[src/rtl/lgu_pkg.sv]
// rtl/lgu_pkg.sv - shared op-code constants for the logic gate unit
package lgu_pkg;

  localparam int OP_W = 3;

  typedef enum logic [OP_W-1:0] {
    OP_AND  = 3'd0,
    OP_OR   = 3'd1,
    OP_XOR  = 3'd2,
    OP_NAND = 3'd3,
    OP_NOR  = 3'd4,
    OP_XNOR = 3'd5,
    OP_NOT  = 3'd6,
    OP_PASS = 3'd7
  } lgu_op_e;

endpackage

[src/rtl/lgu_alu.sv]
// rtl/lgu_alu.sv - combinational bitwise operation with optional OR-reduce
module lgu_alu
  import lgu_pkg::*;
#(
  parameter int WIDTH = 8
) (
  input  logic [WIDTH-1:0] a,
  input  logic [WIDTH-1:0] b,
  input  logic [OP_W-1:0]  op,
  input  logic             red,
  output logic [WIDTH-1:0] value
);

  logic [WIDTH-1:0] r;

  always_comb begin
    r = a;
    case (lgu_op_e'(op))
      OP_AND:  r = a & b;
      OP_OR:   r = a | b;
      OP_XOR:  r = a ^ b;
      OP_NAND: r = ~(a & b);
      OP_NOR:  r = ~(a | b);
      OP_XNOR: r = ~(a ^ b);
      OP_NOT:  r = ~a;
      OP_PASS: r = a;
      default: r = a;
    endcase
  end

  // Indexed bit write keeps WIDTH=1 legal (no zero-width concatenation).
  always_comb begin
    value = r;
    if (red) begin
      value    = '0;
      value[0] = |r;
    end
  end

endmodule

[src/rtl/logic_gate_unit.sv]
// rtl/logic_gate_unit.sv - valid/ready wrapped logic unit with output register and transfer counter
module logic_gate_unit
  import lgu_pkg::*;
#(
  parameter int WIDTH = 8,
  parameter int CNT_W = 16
) (
  input  logic             clk,
  input  logic             rst_n,
  input  logic             in_valid,
  output logic             in_ready,
  input  logic [WIDTH-1:0] a,
  input  logic [WIDTH-1:0] b,
  input  logic [OP_W-1:0]  op,
  input  logic             red,
  output logic             out_valid,
  input  logic             out_ready,
  output logic [WIDTH-1:0] y,
  output logic [CNT_W-1:0] cnt
);

  logic             out_valid_q, out_valid_d;
  logic [WIDTH-1:0] y_q, y_d;
  logic [CNT_W-1:0] cnt_q, cnt_d;
  logic [WIDTH-1:0] alu_value;
  logic             accept;
  logic             xfer;

  lgu_alu #(.WIDTH(WIDTH)) u_alu (
    .a     (a),
    .b     (b),
    .op    (op),
    .red   (red),
    .value (alu_value)
  );

  assign in_ready = !out_valid_q || out_ready;
  assign accept   = in_valid && in_ready;
  assign xfer     = out_valid_q && out_ready;

  // Accept is applied after transfer so a same-cycle pair keeps out_valid high.
  always_comb begin
    out_valid_d = out_valid_q;
    y_d         = y_q;
    cnt_d       = cnt_q;
    if (xfer) begin
      out_valid_d = 1'b0;
      cnt_d       = cnt_q + CNT_W'(1);
    end
    if (accept) begin
      out_valid_d = 1'b1;
      y_d         = alu_value;
    end
  end

  always_ff @(posedge clk or negedge rst_n) begin
    if (!rst_n) begin
      out_valid_q <= 1'b0;
      y_q         <= '0;
      cnt_q       <= '0;
    end else begin
      out_valid_q <= out_valid_d;
      y_q         <= y_d;
      cnt_q       <= cnt_d;
    end
  end

  assign out_valid = out_valid_q;
  assign y         = y_q;
  assign cnt       = cnt_q;

endmodule
[config.mk]
export PLATFORM = sky130hd
export DESIGN_NAME = logic_gate_unit
export DESIGN_NICKNAME = d
export VERILOG_FILES = /design/src/rtl/lgu_pkg.sv /design/src/rtl/lgu_alu.sv /design/src/rtl/logic_gate_unit.sv
export SDC_FILE = /design/constraint.sdc
export NUM_CORES = 1
export LEC_CHECK = 0
export ABC_AREA = 0
export ABC_CLOCK_PERIOD_IN_PS = 1500
export CAP_MARGIN = 0
export CELL_PAD_IN_SITES_DETAIL_PLACEMENT = 0
export CELL_PAD_IN_SITES_GLOBAL_PLACEMENT = 2
export CORE_MARGIN = 5
export CORE_UTILIZATION = 26
export DETAILED_ROUTE_END_ITERATION = 6
export PLACE_DENSITY_LB_ADDON = 0.15
export SKIP_CTS_REPAIR_TIMING = 1
export SYNTH_ARGS = -nofsm -noshare
export SYNTH_HDL_FRONTEND = slang
export SYNTH_SLANG_ARGS = --single-unit
[constraint.sdc]
create_clock -name clk -period 1.5 [get_ports clk]
set_input_delay 0.3 -clock clk [delete_from_list [all_inputs] [get_ports clk]]
set_output_delay 0.3 -clock clk [all_outputs]
set_load 0.02 [all_outputs]
Word level (Yosys, flattened, before mapping):

Cells that the tools add are included.

* add/sub/neg operators: 1
* multiplexer cells: 4
* $lt $le $gt $ge: 0
* reductions and logical operators: 7
* divide/modulo/power cells: 0
* eq/ne operators: 7
* shift operators: 0
* bitwise operators: 7
* $mul: 0

Operator list (count)
* $pmux W8 S8: 1
* $not A8 Y8: 4
* $add A16 B1 Y16 const B: 1
* $eq A3 B3 Y1 const B: 4
* $and A8 B8 Y8: 1
* $mux W8: 1
* $or A8 B8 Y8: 1
* $reduce_or A8 Y1: 1
* $xor A8 B8 Y8: 1
* $eq A3 B2 Y1 const B: 2
* $eq A3 B1 Y1 const B: 1
* $logic_not A3 Y1: 1
* $logic_and A1 B1 Y1: 2
* $mux W1: 2
* $reduce_bool A2 Y1: 1
* $logic_not A1 Y1: 1
* $logic_or A1 B1 Y1: 1

* bits in latches: 0
* bits in writable memories: 0
* register bits: 25
* memories: 0
* input port bits: 24
* word-level logic and storage cells: 29
* output and inout port bits: 26
* ROM bits: 0

Longest topological paths before layout:

* depth in word-level cells: 5
* depth in mapped cells: 8

Modules after synthesis:

From an unflattened synthesis, not the netlist that was laid out.

* cell total of the unflattened synthesis: 214
* area total of the unflattened synthesis: 1989.4 um^2

By module, submodules not included
* logic_gate_unit: sequential area each 625.6 um^2, cells an instance 76, area each 1024.7 um^2, instances 1
* lgu_alu: sequential area each 0.0 um^2, cells an instance 138, area each 964.7 um^2, instances 1

Worst setup path before layout:

No wires, ideal clock.

* path type: input to register
* start point: in a[1]
* end point: reg y_q[0], in the netlist y[0]
* path buffers: 0
* data required time: 1.376 ns
* path slack: -0.659 ns
* data arrival time: 2.035 ns
* stages: 6
* cell sequence: inv_1 ha_1 mux2_4 mux4_2 or4_1 o31a_1

* cells in the longest elaborated chain, start to end: 5
* elaborated cells on any way between the ends: 10
* those cells by class: mux: 2; bitwise: 7; reduce/logical: 1

RTL lines
* from (decl): line logic_gate_unit.sv:12 `input logic [WIDTH-1:0] a,`
* $xor A8 B8 Y8 (tied with other cells): line lgu_alu.sv:21, lgu_alu.sv:24
* $not A8 Y8 (on tied branches): line lgu_alu.sv:24, lgu_alu.sv:22, lgu_alu.sv:23
* $pmux W8 S8 *: line lgu_alu.sv:18 `case (lgu_op_e'(op))`
* $reduce_or A8 Y1 *: line lgu_alu.sv:36 `value[0] = |r;`
* $mux W8 *: line lgu_alu.sv:34 `if (red) begin`
* to (signal assigned): line logic_gate_unit.sv:63 `y_q <= y_d;`
* to (decl): line logic_gate_unit.sv:23 `logic [WIDTH-1:0] y_q, y_d;`

Mark *: on every way between the ends. The rest lies on a longest branch, timed or not.
A chain may end at the register's enable or synchronous reset.

Worst setup path after layout:

* start point: in b[1]
* end point: reg y_q[0], in the netlist y[0]

* cells in the longest elaborated chain, start to end: 5
* elaborated cells on any way between the ends: 9
* those cells by class: mux: 2; bitwise: 6; reduce/logical: 1

RTL lines
* from (decl): line logic_gate_unit.sv:13 `input logic [WIDTH-1:0] b,`
* $xor A8 B8 Y8 (tied with other cells): line lgu_alu.sv:21, lgu_alu.sv:24
* $not A8 Y8 (on tied branches): line lgu_alu.sv:24, lgu_alu.sv:22, lgu_alu.sv:23
* $pmux W8 S8 *: line lgu_alu.sv:18
* $reduce_or A8 Y1 *: line lgu_alu.sv:36
* $mux W8 *: line lgu_alu.sv:34

Marks and branches as above.

==> results.md <==
- Gp weighted congestion: about 0.77
- Post-Place Cell Area: between 0.002 and 0.003 mm2
- Leak pwr: between 1.5 and 2 nW
- Max-cap viol count: 0
- Most frequent cells in the layout: buf_4 (53), dlymetal6s2s_1 (42), dfrtp_1 (24), nand2_1 (15), nor2_1 (12)
- Min Tclk post-route: between 1.5 and 2 ns
- Number of H-tree levels: 1
- # clock sinks: 25
- WL final: slightly below 5000 um
- Endpoints failing hold: 0
- Commonest non-fill, non-tap cell in the layout: buf_4
- Final HPWL DP: ~3800 um
- Avg Cell Area, Syn: approximately 9 um2
- WP data required: 1.66 ns
- Worst Setup Path Type: input pin to flip-flop
- Register area share after synthesis: 0.335
- Drt pass-1 iters: 4
- Setup violations, final: 4
- PortBufs: 49
- Overall die width: ~95 um
- Run status: finished with violations
- Total die area: between 0.008 and 0.009 mm2
- Antenna violations before repair: 0
- Final setup margin: -0.496 ns
- Vias per Instance: approximately 4.5
- FFs w/ async S/R, synth: 1.00
- Ys Warns: 0
- Layout cell share with drive strength beyond 1: 0.356
- Multi-input gate area: between 0.001 and 0.0015 mm2
- Crit share post-route: 1.33
- Initial DRC Count: 26
- Core area: approximately 0.0071 mm2
- Comb pwr share: 0.444
- CP Data Arrival Time: between 2 and 2.5 ns
- CP Max Fanout: 2
- Maximum vdd drop: 0.000308 V
- Via Count: 1806
- Grt total ovfl: 0
- RSZ-0062 raised after global routing: yes
- Cell Area, Synth: about 0.0019 mm2
- Io pins: 50
- # rows: 31
- Min-Delay Path Class: input pin to asynchronous set/reset pin
- Cell internal pwr: roughly 1.5 mW
- EDFF count, synth: 0
- Vias in the first global route: about 1700
- Clock latency on the worst-skew pair: approximately 0.27 ns
- DRC viols: 0
- Failing checks: setup timing
- Mapped Cells: ~210
- P&R area growth vs syn: 73.8%
- Rel. slew slack: 0.791
- Unique masters post-synth: between 40 and 50
- CTS root buf: clkbuf_8
- Pwr Density: ~720 mW/mm2
- Flop pwr share: 0.385
- Sw power: 800 uW
- First-pass GRT wire length: between 7000 and 8000 um
- Nets@finish: between 300 and 400
- Inserted Clock Buffers: 3
- N_diodes: 0
- Clk pwr share: 0.171
- Filler cell count in the final layout: 732
- Top FF cell, synth: dfrtp_1
- Post-Syn Nets: around 250
- Register area: ~630 um2
- Total GRT Usage: 0.104
- Seq cells post-synth: 25
- Largest net degree at the start of global routing: 26
- Worst Skew: roughly 0.0025 ns
- DR WL/cell: roughly 12 um
- CTS max path bufs: 2
- Switch share: 0.344
- Max-slew violation count: 0
- CTS tree: built
- Worst-Margin Slew: ~0.31 ns
- Final ANT Viol Nets: 0
- Crit end category: flip-flop
- Die height: 94.8 um
- Final instance area: 0.00325 mm2
- Peak Freq: 0.501 GHz
- Worst setup SP type: input pin
- Setup TNS: -0.595 ns
- Initial core utilization: 0.262
- Clock slew at reported path FFs: roughly 0.090 ns
-- final timing paths --
check / cells past startpoint / from / slack [ns] / end
setup reg to reg: 4 / out_valid / 0.02 / y[0]
setup / recovery: 7 / b[1] / -0.50 / y[0]
hold reg to reg: 1 / cnt[15] / 0.45 / cnt[15]
hold / removal: 2 / rst_n / 0.39 / cnt[2]
min in group clk: 1 / cnt[15] / 0.45 / cnt[15]
max in group asynchronous: 2 / rst_n / 0.85 / out_valid
-- layout make-up --
class	count	area share
well taps	99	0.0382
clock buffers	3	0.0127
clock inverters	1	0.00154
inverters	21	0.0289
flip-flops and latches	25	0.193
repair buffers	105	0.317
multi-input cells	151	0.409
-- cell usage after synthesis (all sizes together), types with 2 or more instances --
master / count / area share
nand4: 5 / 0.017
mux2i: 2 / 0.011
xnor2: 11 / 0.052
or2: 2 / 0.0067
o32ai: 4 / 0.019
a211oi: 3 / 0.012
nand3: 6 / 0.016
clkbuf: 5 / 0.010
nand2b: 11 / 0.037
mux4: 2 / 0.024
xor2: 4 / 0.019
nor3: 3 / 0.0080
a2bb2oi: 3 / 0.014
o21ai: 10 / 0.027
inv: 21 / 0.042
a22o: 4 / 0.019
dfrtp: 25 / 0.33
nand2: 16 / 0.033
ha: 17 / 0.11
o311ai: 2 / 0.0094
o211ai: 3 / 0.012
o22ai: 2 / 0.0067
buf: 3 / 0.015
nor2: 13 / 0.026
mux2: 5 / 0.032
a21oi: 10 / 0.027
nor4bb: 2 / 0.011
-- layer usage --
layer	vias up	global-route usage	part of all wire
met5	-	0	0
met4	0	0.0361	0.0084
met3	2	0.00956	0.047
met2	42	0.170	0.46
met1	839	0.143	0.48
li1	923	-	-
-- worst max-delay path, stage by stage --
cell and delay [ns]:
buf_12 0.11, inv_12 0.04, ha_4 0.19, mux2_4 0.25, mux4_2 0.46, or4_1 0.52, o31a_1 0.29
-- flip-flops by register name (all words and copies together), names as in the netlist --
register,flops
out_valid,1
y,8
cnt,16
-- cells by family after synthesis --
logic type / share of synthesized area
AO/OA/AOI/OAI: 0.178
adder cells (fa/ha/maj): 0.114
multiplexers: 0.0670
buffers and inverters: 0.0670
AND/OR/NAND/NOR: 0.169
XOR/XNOR: 0.0703
flip-flops: 0.335
-- stage by stage --
step / power [mW] / setup WS (ns) / hold WS (ns) / instances / utilization
4_1_cts: 2.30 / -0.927 / 0.405 / 398 / 0.405
3_3_place_gp: 1.88 / -1.18 / 0.459 / 394 / 0.399
6_report: 2.33 / -0.496 / 0.392 / 405 / 0.455
3_5_place_dp: 1.89 / -1.22 / 0.467 / 394 / 0.399
5_1_grt: 2.50 / -0.535 / 0.410 / 405 / 0.455
2_1_floorplan: 1.37 / -0.467 / 0.00441 / 205 / -
-- power groups by stage --
| stage | Combinational (mW) | Clock [mW] | Sequential [mW] |
|---|---|---|---|
| after floorplan | 0.355 | 0 | 1.02 |
| after global placement | 0.970 | 0 | 0.911 |
| after detailed placement | 0.976 | 0 | 0.910 |
| after CTS | 0.977 | 0.420 | 0.899 |
| after global routing | 1.14 | 0.449 | 0.916 |
| final | 1.03 | 0.397 | 0.895 |
No activity file was read; power rests on OpenSTA's default activity.
==> variant 1, RTL diff (same flow settings) <==
`CNT_W`: 16 -> 18.
--- a/src/rtl/logic_gate_unit.sv
+++ b/src/rtl/logic_gate_unit.sv
@@ -5,3 +5,3 @@
   parameter int WIDTH = 8,
-  parameter int CNT_W = 16
+  parameter int CNT_W = 18
 ) (
Ports: changed (resized cnt); port bits go from 50 to 52. No check against the original RTL was run, so the function may have changed too.
==> variant 1 against the original RTL <==
  * The run still ends with negative setup slack left
  * Clock power rose by 5.0%
  * Sequential power rose by 5.5%
  * Sequential cell count grew 2
  * Power up 2.0%
  * Setup slack improved by 0.36 ns
  * Wire length rose by 6.3%
  * Non-clock buffer count fell by 1
  * Cell area increased by 0.42%
  * Synthesized area increased by 4.8%
  * Fmax up 22%
  * Via count up 0.61%
  * Die area is 4.3% higher
  * Worst hold slack got worse by 0.029 ns
  * Critical endpoint unchanged
==> variant 1: results (changes against the original RTL) <==
[status]
run_status=complete, but fails checks
failed_checks=negative setup slack

[power]
ir_drop_uv=268  ; -13%

[synth]
synthMuxAreaShare=0.0620  ; -0.00500
yosys.area_share.xor_xnor=0.0805  ; +0.0102
synth_compound_area_frac=0.171  ; -0.00625
ys_top_cells_by_area=dfrtp_1, ha_1, xnor2_1, inv_1, mux4_2
synth_fp_nets=248  ; +0.81%
synth_common_cells=dfrtp_1, inv_1, ha_1, nand2_1, nor2_1
synth_seq_area_share=0.345  ; +0.0102

[global_route]
grt_pass1_vias=1801  ; +4.3%
grt_pass1_wl_mm=8.47  ; +9.7%
grt_use_total=0.106  ; +0.00172

[critical_path]
cp_slowest_cell=clkdlybuf4s50_1
cp_slowest_stage_delay_ns=0.48  ; -0.04 ns
r2r_slack_ns=0.12  ; +0.10 ns

[sta]
setup_slack_ns=-0.141  ; +0.355 ns
skew_ns=0.00178  ; -0.000672 ns
tns_ns=-0.141  ; +0.454 ns
finalSetupViolations=1  ; -3

[place]
io_buffers=51  ; +4.1%
gp_congestion=0.738  ; -3.8%

[detailed_routing]
viasPerCell=4.50  ; +0.86%
drtIter0Drc=59  ; +130%

[layout]
largest_register_ffs=18  ; +2

[hold_path]
hold_path_class=primary input to flip-flop

-- variant 1: changes by cell type after synthesis, moves of 4 or more --
cell | unedited run | this run
buf_4 | 0 | 4
clkbuf_1 | 5 | 1
o21ai_0 | 8 | 3
o32ai_1 | 4 | 0
-- variant 1: routing by layer --
metal / wire length [um] / global-route usage
met4: 66 / 0.0356
met3: 195 / 0.0223
met5: 0 / 0
met1: 2580 / 0.143
met2: 2340 / 0.167
-- variant 1: tightest hold or removal path: cells and delay by family --
kind / cells / cell delay [ns]
buf+inv: 1 / 0.10
simple gates: 2 / 0.21
-- variant 1: worst paths after layout --
path | start | to
worst max-delay path | b[0] | y[0]
worst min-delay path | out_ready | out_valid
worst max register to register | cnt[8] | cnt[13]
worst min register to register | cnt[17] | cnt[17]
max in group asynchronous | rst_n | out_valid
min in group asynchronous | rst_n | cnt[3]
-- variant 1: where the power goes --
part	switching (mW)	internal, mW
Sequential	0.110	0.834
Clock	0.227	0.191
Combinational	0.477	0.533
Total	0.813	1.56
-- variant 1: layout make-up --
class,instances,area (sq um)
Sequential cell,27,677
Multi-Input combinational cell,148,1270
Fill cell,733,4030
Timing Repair Buffer,104,1040
Inverter,22,100
Clock buffer,4,45.0
Tap cell,99,124
-- variant 1: per-stage QoR --
stage                util  hold slack (ns)  std cells  instance area, sq um  worst slack [ns]
finish              0.447            0.363        404                  3260            -0.141
floorplan               -          0.00441        207                  2010            -0.117
detailed placement  0.410            0.465        394                  2990            -0.890
global placement    0.410            0.460        394                  2990            -0.841
global route        0.447            0.381        404                  3260            -0.283
CTS                 0.416            0.416        398                  3030            -0.594
-- variant 1: cells by family after synthesis --
group,count (synthesis)
adder cells (fa/ha/maj),17
AND/OR/NAND/NOR,59
multiplexers,8
AO/OA/AOI/OAI,46
buffers and inverters,32
flip-flops,27
XOR/XNOR,18
==> variant 2, RTL diff (same flow settings) <==
Made on the original files. Put one more register stage on the output `cnt`, cleared by the reset. The value now appears one clock later. The other outputs are not delayed to match.
--- a/src/rtl/logic_gate_unit.sv
+++ b/src/rtl/logic_gate_unit.sv
@@ -69,3 +69,9 @@
   assign y         = y_q;
-  assign cnt       = cnt_q;
+  always_ff @(posedge clk or negedge rst_n) begin
+    if (!rst_n) begin
+      cnt <= '0;
+    end else begin
+      cnt <= cnt_q;
+    end
+  end
 
Function: changed (Yosys sat finds a counterexample within 4 cycles, from zero or initial values and one cycle with rst_n low).
==> variant 2 against the original RTL <==
  * The flow still finishes with violations (negative setup slack)
  * Via count increased by 3.4%
  * Die area increased by 20%
  * Combinational power increased by 7%
  * Power increased by 43%
  * Cell area increased by 12%
  * Synthesized cell count increased by 5.4%
  * Sequential cell count increased by 16
  * Utilization decreased by 3.2 points
  * Non-clock buffer count decreased by 10
  * Worst hold slack improved by 0.0094 ns
  * Synthesized area increased by 23%
  * Wire length increased by 7.1%
  * Setup slack improved by 0.33 ns
==> variant 2: results (changes against the original RTL) <==
[status]
run_status=complete, but fails checks
failed_checks=negative setup slack

[sta]
worst_pin_slew_ns=0.371  ; +0.0568 ns
setup_slack_ns=-0.170  ; +0.327 ns
skew_ns=0.00427  ; +0.00181 ns
finalSetupViolations=1  ; -3

[detailed_routing]
num_vias=1868  ; +3.4%
routed_wl_mm=5.22  ; +7.1%
drtIter0Drc=33  ; +27%

[critical_path]
cp_max_fo=3  ; +1
r2r-end=cnt_q[6]
r2r_slack_ns=0.18  ; +0.16 ns
reg2reg_from=cnt_q[0]
reg2reg_depth=6  ; +2
cp_slowest_cell=clkdlybuf4s50_1
crit_family=buffers and inverters

[layout]
nFillCells=837  ; +14%
drive_above_1_share=0.350  ; -0.00669
final_area_sq_um=3650  ; +12%

[global_route]
grt_pass1_wl_mm=8.48  ; +9.8%
grt_max_degree=28  ; +7.7%
grt_use_total=0.0921  ; -0.0118

[place]
gp_congestion=0.693  ; -9.7%
placed_cell_area_sq_um=3220  ; +13%
place_ws_ns=-0.778  ; +0.443 ns

[hold_path]
hold_path_class=flip-flop to flip-flop

[synth]
synth_common_cells=dfrtp_1, inv_1, ha_1, nand2_1, nor2_1
synth.distinct_cells=41  ; -6.8%
synth_seq_area_share=0.448  ; +0.113

[clock_network]
h-tree-depth=2  ; +1
cts_buffers=5  ; +2

[power]
p_leak_nw=2.08  ; +8.6%
ir_drop_uv=457  ; +48%

variant 2: power by group:
| group | internal [mW] | switching [mW] |
|---|---|---|
| Combinational | 0.581 | 0.514 |
| Clock | 0.483 | 0.352 |
| Sequential | 1.28 | 0.112 |
| Total | 2.35 | 0.978 |
variant 2: cell type report:
class / instances / area [sq um] / share of cell area
Multi-Input combinational cell: 144 / 1340 / 0.368
Tap cell: 108 / 135 / 0.0370
Inverter: 22 / 82.6 / 0.0226
Sequential cell: 41 / 1030 / 0.281
Clock buffer: 5 / 68.8 / 0.0189
Timing Repair Buffer: 95 / 961 / 0.263
Clock inverter: 2 / 35.0 / 0.00960
variant 2: through the flow:
step                      TNS, ns  std cells
after floorplan            -0.277        216
after global placement      -7.59        406
after detailed placement    -7.71        406
after CTS                   -4.71        413
after global routing       -0.367        417
final                      -0.170        417
variant 2: how the worst max path moves through the flow:
| stage | end | slack [ns] | cells after the start | from |
|---|---|---|---|---|
| floorplan | y[0] | -0.1 | 8 | op[2] |
| global placement | y[0] | -0.76 | 7 | op[2] |
| detailed placement | y[0] | -0.78 | 7 | op[2] |
| CTS | y[0] | -0.48 | 7 | op[2] |
| global route | y[0] | -0.31 | 7 | a[0] |
| finish | y[0] | -0.17 | 7 | a[0] |
variant 2: metal layers:
| metal | wire, um | GRT usage |
|---|---|---|
| met1 | 2360 | 0.120 |
| met5 | 0 | 0 |
| met2 | 2660 | 0.154 |
| met3 | 130 | 0.0162 |
| met4 | 70 | 0.0305 |
variant 2: cells by family (layout without fill, tap and decap cells):
kind of cell	count (synthesis)	in the layout	synth area share
and+or+nand+nor	58	58	0.127
AOI/OAI and AO/OA	42	42	0.138
DFF	41	41	0.448
buffers and inverters	31	124	0.0645
adders and majority gates	17	17	0.0929
xor gates and xnor gates	15	15	0.0574
muxes	12	12	0.0727
